$ cat src/rtl/button_event_gen.sv
// -----------------------------------------------------------------------------
// button_event_gen
//   Turns debounced push-button levels into clean single-cycle event strobes
//   for the application FSMs: press, release, a one-shot long-press and
//   periodic auto-repeat while held. A shared prescaler provides the hold-time
//   tick. Each channel runs its own IDLE/PRESSED/HELD state machine.
//
// Ports
//   Clock     in   1      system clock, rising edge
//   Reset     in   1      asynchronous, active-low reset
//   iPushBtn  in   N_BTN  debounced levels, 1 = pressed, synchronous to Clock
//   oPress    out  N_BTN  1-cycle strobe on press
//   oRelease  out  N_BTN  1-cycle strobe on release
//   oLong     out  N_BTN  1-cycle strobe, once per press, at long-press time
//   oRepeat   out  N_BTN  1-cycle strobe every REPEAT_TICKS while held
//   oHeld     out  N_BTN  level, high while channel is in HELD
// -----------------------------------------------------------------------------
module button_event_gen #(
  parameter int N_BTN        = 4,
  parameter int TICK_DIV     = 50000,
  parameter int LONG_TICKS   = 1000,
  parameter int REPEAT_TICKS = 200
) (
  input  logic             Clock,
  input  logic             Reset,
  input  logic [N_BTN-1:0] iPushBtn,
  output logic [N_BTN-1:0] oPress,
  output logic [N_BTN-1:0] oRelease,
  output logic [N_BTN-1:0] oLong,
  output logic [N_BTN-1:0] oRepeat,
  output logic [N_BTN-1:0] oHeld
);

  localparam int MAX_TICKS = (LONG_TICKS > REPEAT_TICKS) ? LONG_TICKS : REPEAT_TICKS;
  localparam int CW        = $clog2(MAX_TICKS + 1);
  // A divide-by-one prescaler still needs a one-bit register to stay legal.
  localparam int PW        = (TICK_DIV > 1) ? $clog2(TICK_DIV) : 1;

  localparam logic [PW-1:0] PRESC_LAST  = PW'(TICK_DIV - 1);
  localparam logic [CW-1:0] LONG_LAST   = CW'(LONG_TICKS);
  localparam logic [CW-1:0] REPEAT_LAST = CW'(REPEAT_TICKS);

  typedef enum logic [1:0] {
    ST_IDLE    = 2'd0,
    ST_PRESSED = 2'd1,
    ST_HELD    = 2'd2
  } state_e;

  logic [PW-1:0]    presc_q, presc_d;
  logic             tick;

  logic [N_BTN-1:0] last_q,    last_d;
  logic [N_BTN-1:0] press_q,   press_d;
  logic [N_BTN-1:0] release_q, release_d;
  logic [N_BTN-1:0] long_q,    long_d;
  logic [N_BTN-1:0] repeat_q,  repeat_d;
  logic [N_BTN-1:0] held_q,    held_d;
  logic [N_BTN-1:0] rise, fall;

  state_e           state_q [N_BTN];
  state_e           state_d [N_BTN];
  logic [CW-1:0]    cnt_q   [N_BTN];
  logic [CW-1:0]    cnt_d   [N_BTN];

  always_comb begin
    // NOTE: every always_comb output gets a default first, so no path can
    // leave a variable unassigned and infer a latch.
    tick      = (presc_q == PRESC_LAST);
    presc_d   = tick ? '0 : presc_q + PW'(1);

    last_d    = iPushBtn;
    rise      = iPushBtn & ~last_q;
    fall      = ~iPushBtn & last_q;

    press_d   = rise;
    release_d = fall;
    long_d    = '0;
    repeat_d  = '0;
    held_d    = '0;

    for (int i = 0; i < N_BTN; i++) begin
      state_d[i] = state_q[i];
      cnt_d[i]   = cnt_q[i];

      // Release has priority over a threshold tick in the same cycle, so a
      // late release never produces a stray long/repeat strobe.
      if (fall[i]) begin
        state_d[i] = ST_IDLE;
        cnt_d[i]   = '0;
      end else begin
        case (state_q[i])
          ST_IDLE: begin
            if (rise[i]) begin
              state_d[i] = ST_PRESSED;
              cnt_d[i]   = '0;
            end
          end
          ST_PRESSED: begin
            if (tick) begin
              if (cnt_q[i] + CW'(1) == LONG_LAST) begin
                long_d[i]  = 1'b1;
                state_d[i] = ST_HELD;
                cnt_d[i]   = '0;
              end else begin
                cnt_d[i]   = cnt_q[i] + CW'(1);
              end
            end
          end
          ST_HELD: begin
            if (tick) begin
              if (cnt_q[i] + CW'(1) == REPEAT_LAST) begin
                repeat_d[i] = 1'b1;
                cnt_d[i]    = '0;
              end else begin
                cnt_d[i]    = cnt_q[i] + CW'(1);
              end
            end
          end
          default: begin
            state_d[i] = ST_IDLE;
            cnt_d[i]   = '0;
          end
        endcase
      end

      // Registered from the next state so oHeld falls on the same edge that
      // raises oRelease.
      held_d[i] = (state_d[i] == ST_HELD);
    end
  end

  // NOTE: sequential state uses non-blocking assignments only, so every flop
  // samples the pre-edge value of every other flop.
  always_ff @(posedge Clock or negedge Reset) begin
    if (!Reset) begin
      presc_q   <= '0;
      last_q    <= '0;
      press_q   <= '0;
      release_q <= '0;
      long_q    <= '0;
      repeat_q  <= '0;
      held_q    <= '0;
      // NOTE: the per-channel state and counter arrays are control registers,
      // not storage, so every element is reset explicitly.
      for (int i = 0; i < N_BTN; i++) begin
        state_q[i] <= ST_IDLE;
        cnt_q[i]   <= '0;
      end
    end else begin
      presc_q   <= presc_d;
      last_q    <= last_d;
      press_q   <= press_d;
      release_q <= release_d;
      long_q    <= long_d;
      repeat_q  <= repeat_d;
      held_q    <= held_d;
      for (int i = 0; i < N_BTN; i++) begin
        state_q[i] <= state_d[i];
        cnt_q[i]   <= cnt_d[i];
      end
    end
  end

  assign oPress   = press_q;
  assign oRelease = release_q;
  assign oLong    = long_q;
  assign oRepeat  = repeat_q;
  assign oHeld    = held_q;

endmodule
$ cat config.mk
export PLATFORM = sky130hd
export DESIGN_NAME = button_event_gen
export DESIGN_NICKNAME = d
export VERILOG_FILES = /design/src/rtl/button_event_gen.sv
export SDC_FILE = /design/constraint.sdc
export NUM_CORES = 1
export LEC_CHECK = 0
export BUFFER_PORTS_ARGS = -buffer_cell sky130_fd_sc_hd__buf_2
export CORE_MARGIN = 2
export CORE_UTILIZATION = 45
export CTS_CLUSTER_DIAMETER = 100
export DETAILED_ROUTE_END_ITERATION = 10
export REMOVE_ABC_BUFFERS = 1
export SLEW_MARGIN = 5
export SYNTH_ARGS = -nofsm -noshare
export SYNTH_HDL_FRONTEND = slang
export SYNTH_SLANG_ARGS = --single-unit
$ cat constraint.sdc
create_clock -name Clock -period 2.7 [get_ports Clock]
set_input_delay 0.135 -clock Clock [delete_from_list [all_inputs] [get_ports Clock]]
set_output_delay 0.135 -clock Clock [all_outputs]
set_load 0.01 [all_outputs]
# --- Word level (Yosys, flattened, before mapping) ---
# Cells that the tools add are included.
word_totals:
  ff_bits: 88
  wordCells: 146
  output_inout_bits: 20
  inputBits: 6
classes:
  add_sub_neg: 5
  n_eq_ne: 33
  n_reduce_logical: 8
  n_mux: 81
  bitwise: 4
ops:
  columns: ["operator", "n"]
  rows:
  - ["$mux W10", 24]
  - ["$pmux W10 S3", 4]
  - ["$add A10 B1 Y10 const B", 4]
  - ["$eq A10 B10 Y1 const B", 4]
  - ["$eq A10 B8 Y1 const B", 4]
  - ["$ne A3 B3 Y1 const B", 12]
  - ["$mux W1", 32]
  - ["$mux W2", 16]
  - ["$pmux W2 S3", 4]
  - ["$add A16 B1 Y16 const B", 1]
  - ["$eq A16 B16 Y1 const B", 1]
  - ["$eq A2 B2 Y1 const B", 8]
  - ["$mux W16", 1]
  - ["$reduce_and A3 Y1", 4]
  - ["$and A4 B4 Y4", 2]
  - ["$eq A2 B1 Y1 const B", 4]
  - ["$logic_not A2 Y1", 4]
  - ["$not A4 Y4", 2]

# --- Longest topological paths before layout ---
# Gate-level depths: netlist (run 1).
depth:
  word_depth: 7
  depth_mapped: 9
  ltp_nobuf: 9

# --- Least setup slack after synthesis (run 1) ---
# Ideal clock, no wire load.
synth_timing:
  kind: "reg-to-reg"
  start: "register cnt_q[20] in the netlist's numbering"
  end: "register cnt_q[20] in the netlist's numbering"
  arrival_time_ns: 2.184
  period_less_slack_ns: 2.309
  setup_ns: 0.125
  path_slack_ns: 0.391
  stages_incl_launch_ff: 9
  path_buffers: 0
  t_required_ns: 2.575
  cell_sequence: "dfrtp_1 -> ha_1 -> nand4_4 -> or3_4 -> a2111oi_4 -> o21bai_1 -> a21oi_2 -> nor3_2 -> mux2_2"
synth_between:
  elab_chain_len: 6
  word_cells_on_any_way: 9
  cone_classes: "add/sub (1); eq/ne (2); mux (6)"
synth_lines:
  columns: ["item", "line_no", "text"]
  rows:
  - ["start, declared", "62", "logic [CW-1:0] cnt_q [N_BTN];"]
  - ["start signal, assigned by index", "159", "cnt_q[i] <= cnt_d[i];"]
  - ["$add A10 B1 Y10 (*)", null, null]
  - ["$eq A10 B8 Y1 / $eq A10 B10 Y1 (equally long branches)", "111, 100", null]
  - ["$mux W10 (on tied branches)", "111, 100", null]
  - ["$mux W10 (on tied branches)", "110, 99", null]
  - ["$pmux W10 S3 (*)", "91", "case (state_q[i])"]
  - ["$mux W10 (*)", "87", "if (fall[i]) begin"]
# Every way passes the cells marked *; elsewhere a longest branch is shown, timed or not. The select of a mux whose other input is x is not followed.
# A chain may end at the register's enable or synchronous reset.

# --- Worst setup path after layout (run 1) ---
# Ends and elaborated chain as after synthesis.

==> results.toml, run 1 <==
[synth]
synth_edf_count = 0
synth_area_mm2 = 0.005251
synthAdderAreaFrac = 0.06433
ys.flop_type = "dfrtp_1"
synth_top_family_by_area = "simple AND/OR/NAND/NOR gates"
yosys.area_share.simple = 0.2535
synthMuxAreaShare = 0.007863
yosysSeqAreaShare = 0.4193
synth_compound_area_frac = 0.1947
synth-xor-area-share = 0.02335
async_reset_ff_frac = 1.000
synth_cells = 579
yosysWarnings = 0
ys_ff_latch = 88
synth_cell_types = 72
synth_area_per_cell_um2 = 9.070

[run]
maxCapViolCount = 0

[critical_path]
crit_fanout = 9
crit_arrival_ns = 2.72
start_kind = "register"
worstSetupPathType = "register to register"
critPathBufInv = 0
slowest_stage = "or3_4"
slowest_delay_ns = 0.41
worstPathRequired_ns = 2.93
crit_chain = "ha_2 -> nand4_4 -> or3_4 -> a2111oi_4 -> o21bai_1 -> a21oi_2 -> nor3_2 -> mux2_2"
crit_family = "compound AO/OA/AOI/OAI gates"
critPathCaptureType = "register"

[cells_and_area]
fin_cells = 756
top_register = "cnt_q"
largest_registers = "cnt_q: 40 flops, presc_q: 16 flops, state_q: 8 flops"
fillers = 1105
fin_util = 0.5164
drive_gt1_frac = 0.1272
final_cell_mix = "dfrtp_1 (87), nand2_1 (67), nor2_1 (49)"
layout_commonest_cell = "dfrtp_1"
syn2layout_area_growth_pct = 12.29
diodes = 0
largest_reg_flops = 40
finalNetCount = 642

[detailed_routing]
vias = 4306
route.detailed.drc = 0
drt_iter0_markers = 240
wl_per_cell_um = 14.71
viasPerCell = 5.696
detail-route-antenna-nets = 0
routed_wl_um = 11120
firstDrtPassIters = 4

[clocking]
cts_max_path_buffers = 2
cts_tree = "built"
path_clk_slew_ns = 0.06
numCtsBuffers = 9
clock_latency_ns = 0.35
h-tree-depth = 3
clkSinkCount = 88
root_buffer = "clkbuf_16"

[timing]
fin_skew_ns = 0.005303
final_max_slew_viol_count = 0
hold_viol = 0
setup_violations = 0
period_needed_ns = 2.489
setup_ws_ns = 0.2109
fin_crit_sh = 0.9219
worst_pin_slew_ns = 0.6275
rsz0062_at_grt = "no"
relSlewSlack = 0.5773
tns_ns = 0
fmax_mhz = 401.8

[grt]
overflow = 0
first_global_vias = 4140
antenna_found_initial = 0
track_usage = 0.1889
grt_pass1_wl_um = 19670
grt_max_degree = 49

[power]
total_power_mw = 3.276
power.switching_uw = 969.8
p_per_area_mw_per_mm2 = 555.6
p_comb_frac = 0.182
leakagePower_nw = 2.567
pwr-share-seq = 0.435
p_int_mw = 2.307
p_sw_frac = 0.2960
peakVddDrop_uv = 378.8
power.share.clock = 0.384

[placement]
dpl_worst_slack_ns = 0.1005
placedCellCount = 736
dp_hpwl_um = 7969
io_buffer_count = 25
gp_congestion = 0.8561

[floorplan]
dieArea_mm2 = 0.01255
rows = 39
die_h_um = 112.0
initial_utilization = 0.4599
ioPinCount = 26
fp.dieW_um = 112.0
fp.coreArea_mm2 = 0.01142

[run_status]
status = "finished clean"

[min_path]
holdCritPathClass = "input port to async pin"
==> power by group through the flow <==
stage	combinational, mW	clock, mW	sequential, mW
6_report	0.596	1.26	1.42
5_1_grt	0.681	1.34	1.43
4_1_cts	0.593	1.29	1.42
3_5_place_dp	0.579	0	1.44
3_3_place_gp	0.569	0	1.44
2_1_floorplan	0.412	0	1.43
==> layer usage <==
metal,track usage,vias to the layer above,part of all wire,wire [µm]
li1,-,2163,-,-
met1,0.2639,2072,0.49,5490
met2,0.3010,58,0.46,5138
met3,0.02646,13,0.027,301
met4,0.07236,0,0.017,190
met5,0,-,0,0
==> per-stage QoR <==
stage	hold WS [ns]	area [µm²]
detailed placement	0.1960	5540
floorplan	-0.1606	5151
finish	0.3332	5897
global placement	0.1903	5540
global route	0.4046	5897
CTS	0.3657	5886
==> worst reg2reg max path, cell delays in order, from the launching register on <==
cell and delay, ns:
dfrtp_1 0.40, ha_2 0.27, nand4_4 0.15, or3_4 0.41, a2111oi_4 0.37, o21bai_1 0.14, a21oi_2 0.25, nor3_2 0.10
mux2_2 0.28
==> cells by family (layout without fill, tap and decap cells) <==
family                     after synthesis  after routing
buffers and inverters                   47             81
and+or+nand+nor                        250            250
AOI/OAI and AO/OA                      149            149
muxes                                    4              4
xor gates and xnor gates                14             14
adders and majority gates               27             27
DFF                                     88             88
==> what timing repair did <==
action | 4_1_cts | 5_1_grt
endpoints found under the hold margin | 50 | 0
hold buffers | 5 | 0
endpoints found under the setup margin | 0 | 16
gates resized for setup | 0 | 5
setup buffers | 0 | 0
==> final cells by class <==
| class | instances | area (µm²) | area share |
|---|---|---|---|
| clock inverter | 5 | 56.30 | 0.009548 |
| multi-input combinational | 444 | 2865 | 0.4859 |
| timing repair buffer | 41 | 260.3 | 0.04413 |
| clock buffer | 10 | 239.0 | 0.04053 |
| inverter | 25 | 93.84 | 0.01591 |
| tap | 143 | 178.9 | 0.03034 |
| sequential | 88 | 2203 | 0.3736 |
==> synth_stat cells, drive strengths merged, types with 9 or more instances <==
cell,instances,area share
nor3,26,0.026
or3,9,0.012
nand4,12,0.018
nand2,67,0.048
clkbuf,10,0.0076
nand3,20,0.022
inv,25,0.018
buf,12,0.011
nor2,49,0.035
dfrtp,88,0.42
a21oi,30,0.029
a21o,17,0.024
a22o,10,0.017
ha,27,0.064
o21ai,37,0.036
==> worst paths after layout <==
path / endpoint / startpoint / cells past startpoint / slack [ns]
min reg2reg: oPress[2] / last_q[2] / 1 / 0.46
max reg2reg: cnt_q[20] / cnt_q[20] / 8 / 0.21
max: cnt_q[20] / cnt_q[20] / 8 / 0.21
max in group asynchronous: state_q[5] / Reset / 3 / 1.65
min: oLong[2] / Reset / 2 / 0.33
min in group Clock: oPress[2] / last_q[2] / 1 / 0.46
Note: power is estimated with default switching activity, not from simulation.
==> inputs of run 2 (changes only) <==
- CORE_ASPECT_RATIO: not set -> 0.75
==> results.toml, run 2 (synthesis results as in run 1) <==
[grt]
overflow = 0
antenna_found_initial = 0
track_usage = 0.1876
first_global_vias = 4032
grt_pass1_wl_um = 19120
grt_max_degree = 54

[power]
leakagePower_nw = 2.570
p_per_area_mw_per_mm2 = 555.5
peakVddDrop_uv = 383.5

[cells_and_area]
largest_reg_flops = 40
final_cell_mix = "dfrtp_1 (87), nand2_1 (67), nor2_1 (49)"
largest_registers = "cnt_q: 40 flops, presc_q: 16 flops, state_q: 8 flops"
drive_gt1_frac = 0.1223
syn2layout_area_growth_pct = 12.29
finalNetCount = 641
top_register = "cnt_q"
diodes = 0
fillers = 1041
finish.instance_area_mm2 = 0.005897
layout_commonest_cell = "dfrtp_1"

[timing]
fin_skew_ns = 0.008276
setup_violations = 0
fin_crit_sh = 0.9438
final_max_slew_viol_count = 0
tns_ns = 0
hold_slack_ns = 0.3699
worst_pin_slew_ns = 0.6857
relSlewSlack = 0.5428
setup_ws_ns = 0.1518
fmax_mhz = 392.4
hold_viol = 0
period_needed_ns = 2.548
rsz0062_at_grt = "no"

[clocking]
numCtsBuffers = 9
cts_max_path_buffers = 2
clkSinkCount = 88
path_clk_slew_ns = 0.07
h-tree-depth = 3
root_buffer = "clkbuf_16"
cts_tree = "built"
clock_latency_ns = 0.34

[critical_path]
crit_family = "compound AO/OA/AOI/OAI gates"
worstSetupPathType = "register to register"
crit_fanout = 9
crit_chain = "ha_1 -> nand4_4 -> or3_4 -> a2111oi_4 -> o21bai_1 -> a21oi_2 -> nor3_2 -> mux2_2"
crit_arrival_ns = 2.78
critPathCaptureType = "register"
slowest_delay_ns = 0.41
start_kind = "register"
critPathBufInv = 0
worstPathRequired_ns = 2.93
slowest_stage = "dfrtp_1"

[detailed_routing]
vias = 4330
viasPerCell = 5.720
detail-route-antenna-nets = 0
firstDrtPassIters = 5
wl_per_cell_um = 14.91
route.detailed.drc = 0
drt_iter0_markers = 346
routed_wl_um = 11290

[floorplan]
fp.coreArea_mm2 = 0.01149
ioPinCount = 26
die_h_um = 97.56
rows = 34
initial_utilization = 0.4572
fp.dieW_um = 128.7
dieArea_mm2 = 0.01256

[min_path]
holdCritPathClass = "input port to async pin"

[placement]
place_area_mm2 = 0.005547
dpl_worst_slack_ns = 0.1042
gp_congestion = 0.8762
io_buffer_count = 25
dp_hpwl_um = 7985

[run]
maxCapViolCount = 0

[run_status]
status = "finished clean"
run 2: final timing paths:
kind | to | from | cells after the start | slack, ns
min in group Clock | last_q[2] | iPushBtn[2] | 2 | 0.47
max in group asynchronous | cnt_q[0] | Reset | 3 | 1.66
setup reg to reg | cnt_q[20] | cnt_q[20] | 8 | 0.15
hold / removal | cnt_q[13] | Reset | 2 | 0.37
setup / recovery | cnt_q[20] | cnt_q[20] | 8 | 0.15
hold reg to reg | oPress[2] | last_q[2] | 1 | 0.48
run 2: layout make-up:
type	count	area (µm²)	share of cell area
timing repair buffer	40	265.3	0.04498
sequential	88	2203	0.3736
clock buffer	9	225.2	0.03819
inverter	25	93.84	0.01591
multi-input combinational	444	2858	0.4846
tap	144	180.2	0.03055
clock inverter	7	71.32	0.01209
run 2: through the flow:
step                        util  instances  total power [mW]
after global placement    0.4829        736             2.022
after CTS                 0.5131        757             3.322
after floorplan                -        557             1.846
after detailed placement  0.4829        736             2.034
final                     0.5134        757             3.276
after global routing      0.5134        757             3.454
run 2: worst register-to-register path: stages, from the launching register on:
cell and delay [ns]:
dfrtp_1 0.41, ha_1 0.29, nand4_4 0.17, or3_4 0.41, a2111oi_4 0.36, o21bai_1 0.14
a21oi_2 0.27, nor3_2 0.10, mux2_2 0.28
run 2: what timing repair did:
item / CTS / global route
buffers inserted: 0 / 0
resized for setup: 0 / 2
hold buffers: 5 / 0
endpoints found under the hold margin: 56 / 0
setup endpoints to repair: 0 / 8
run 2: metal layers:
layer,track usage,wire (µm)
met3,0.04295,484
met2,0.2694,4793
met5,0,0
met4,0.05518,116
met1,0.2809,5893
run 2: report_power, final:
part,internal (mW),switching [mW],total (mW)
clock network,0.717,0.536,1.25
logic,0.214,0.390,0.604
registers,1.36,0.0560,1.42
==> inputs of run 3 (changes only) <==
- clock period: 2.7 -> 2.2 ns (I/O delays scaled with it)
==> results.toml, run 3 (synthesis results as in run 1) <==
[placement]
place_area_mm2 = 0.006177
placedCellCount = 820
dp_hpwl_um = 8700
io_buffer_count = 25
gp_congestion = 0.9072

[clocking]
h-tree-depth = 3
numCtsBuffers = 9
clkSinkCount = 88
clock_latency_ns = 0.34
root_buffer = "clkbuf_16"
path_clk_slew_ns = 0.06
cts_max_path_buffers = 2
cts_tree = "built"

[timing]
rsz0062_at_grt = "yes"
worst_pin_slew_ns = 0.6347
period_needed_ns = 2.334
fmax_mhz = 428.4
hold_slack_ns = 0.3596
setup_violations = 26
hold_viol = 0
final_max_slew_viol_count = 0
relSlewSlack = 0.5760
fin_crit_sh = 1.061
fin_skew_ns = 0.006124
setup_ws_ns = -0.1345

[critical_path]
cp_common_cell = "buf_6"
crit_family = "compound AO/OA/AOI/OAI gates"
slowest_stage = "dfrtp_1"
critPathBufInv = 3
crit_arrival_ns = 2.56
crit_fanout = 4
rr_worst_depth = 10
worstSetupPathType = "register to register"
cp_num_cells = 10
slowest_delay_ns = 0.41
worstPathRequired_ns = 2.43
crit_chain = "ha_4 -> buf_6 -> buf_6 -> nand2b_4 -> nor4_4 -> o311ai_4 -> a21oi_2 -> buf_4 -> o31ai_2 -> a22o_1"
critPathCaptureType = "register"
start_kind = "register"

[grt]
first_global_vias = 4738
grt_pass1_wl_um = 21400
antenna_found_initial = 0
overflow = 0
track_usage = 0.2086
grt_max_degree = 89

[detailed_routing]
detail-route-antenna-nets = 0
vias = 4794
drt_iter0_markers = 375
viasPerCell = 5.614
wl_per_cell_um = 15.43
firstDrtPassIters = 5
routed_wl_um = 13170
route.detailed.drc = 0

[cells_and_area]
largest_reg_flops = 40
diodes = 0
drive_gt1_frac = 0.3197
layout_commonest_cell = "buf_4"
finish.instance_area_mm2 = 0.006988
largest_registers = "cnt_q: 40 flops, presc_q: 16 flops, state_q: 8 flops"
fillers = 909
finalNetCount = 739
syn2layout_area_growth_pct = 33.07
top_register = "cnt_q"
final_cell_mix = "buf_4 (104), dfrtp_1 (85), nand2_1 (66)"
fin_cells = 854

[floorplan]
die_h_um = 97.56
fp.dieW_um = 128.7
dieArea_mm2 = 0.01256
rows = 34
initial_utilization = 0.4572
fp.coreArea_mm2 = 0.01149
ioPinCount = 26

[run_status]
violations = "setup timing"
status = "complete, but fails checks"

[power]
leakagePower_nw = 3.134
peakVddDrop_uv = 446.2
p_per_area_mw_per_mm2 = 604.4
total_power_mw = 4.223

[run]
maxCapViolCount = 0

[min_path]
holdCritPathClass = "input port to async pin"
-- run 3: changes by cell type in the layout (fill, tap and decap cells not counted), sizes merged --
cell and delta:
buf +98, clkbuf +3, clkinvlp -2, clkinv -1
inv -1
-- run 3: stage by stage --
stage | setup slack [ns] | setup TNS [ns] | util
after global routing | -0.2270 | -4.548 | 0.6084
after CTS | -0.1192 | -0.6796 | 0.5780
final | -0.1345 | -1.341 | 0.6084
after detailed placement | -0.1981 | -2.616 | 0.5378
after floorplan | -0.1174 | -1.183 | -
after global placement | -0.1252 | -1.302 | 0.5378
-- run 3: power by group --
| part | total, mW | switching (mW) | internal (mW) |
|---|---|---|---|
| Clock | 1.52 | 0.616 | 0.904 |
| Combinational | 0.968 | 0.586 | 0.382 |
| Sequential | 1.74 | 0.0613 | 1.67 |
| Total | 4.22 | 1.26 | 2.96 |
-- run 3: worst register-to-register path, stage by stage (launching register included) --
cell and delay, ns:
dfrtp_1 0.41, ha_4 0.19, buf_6 0.11, buf_6 0.11
nand2b_4 0.15, nor4_4 0.39, o311ai_4 0.15, a21oi_2 0.30
buf_4 0.19, o31ai_2 0.05, a22o_1 0.18
-- run 3: path summary, 6_finish.rpt --
| kind | start | endpoint | slack [ns] |
|---|---|---|---|
| worst min register to register | last_q[2] | oPress[2] | 0.48 |
| worst min-delay path | Reset | cnt_q[12] | 0.36 |
| worst max-delay path | cnt_q[21] | cnt_q[26] | -0.13 |
| max in group asynchronous | Reset | cnt_q[24] | 1.45 |
| worst max register to register | cnt_q[21] | cnt_q[26] | -0.13 |
| min in group Clock | iPushBtn[2] | last_q[2] | 0.44 |
-- run 3: area by class of cell --
class / count / area (µm²) / share of cell area
Sequential cell: 88 / 2206 / 0.3157
Inverter: 25 / 93.84 / 0.01343
Clock buffer: 12 / 246.5 / 0.03527
Multi-Input combinational cell: 444 / 3203 / 0.4584
Timing Repair Buffer: 138 / 1016 / 0.1454
Clock inverter: 3 / 42.54 / 0.006088
Tap cell: 144 / 180.2 / 0.02578
-- run 3: what timing repair did --
action                                 4_1_cts  5_1_grt
gates resized for setup                     26       69
hold buffers                                 5        0
pin swaps                                   24       47
buffers inserted                             5        9
endpoints found under the hold margin       92        0
cloned                                       0        0
setup endpoints to repair                   30       47
-- run 3: layer usage --
| metal | GRT usage | vias up | wire length [µm] |
|---|---|---|---|
| met5 | 0 | - | 0 |
| met4 | 0.07692 | 0 | 185 |
| met2 | 0.3301 | 114 | 6064 |
| li1 | - | 2359 | - |
| met1 | 0.2818 | 2297 | 6399 |
| met3 | 0.04405 | 24 | 525 |
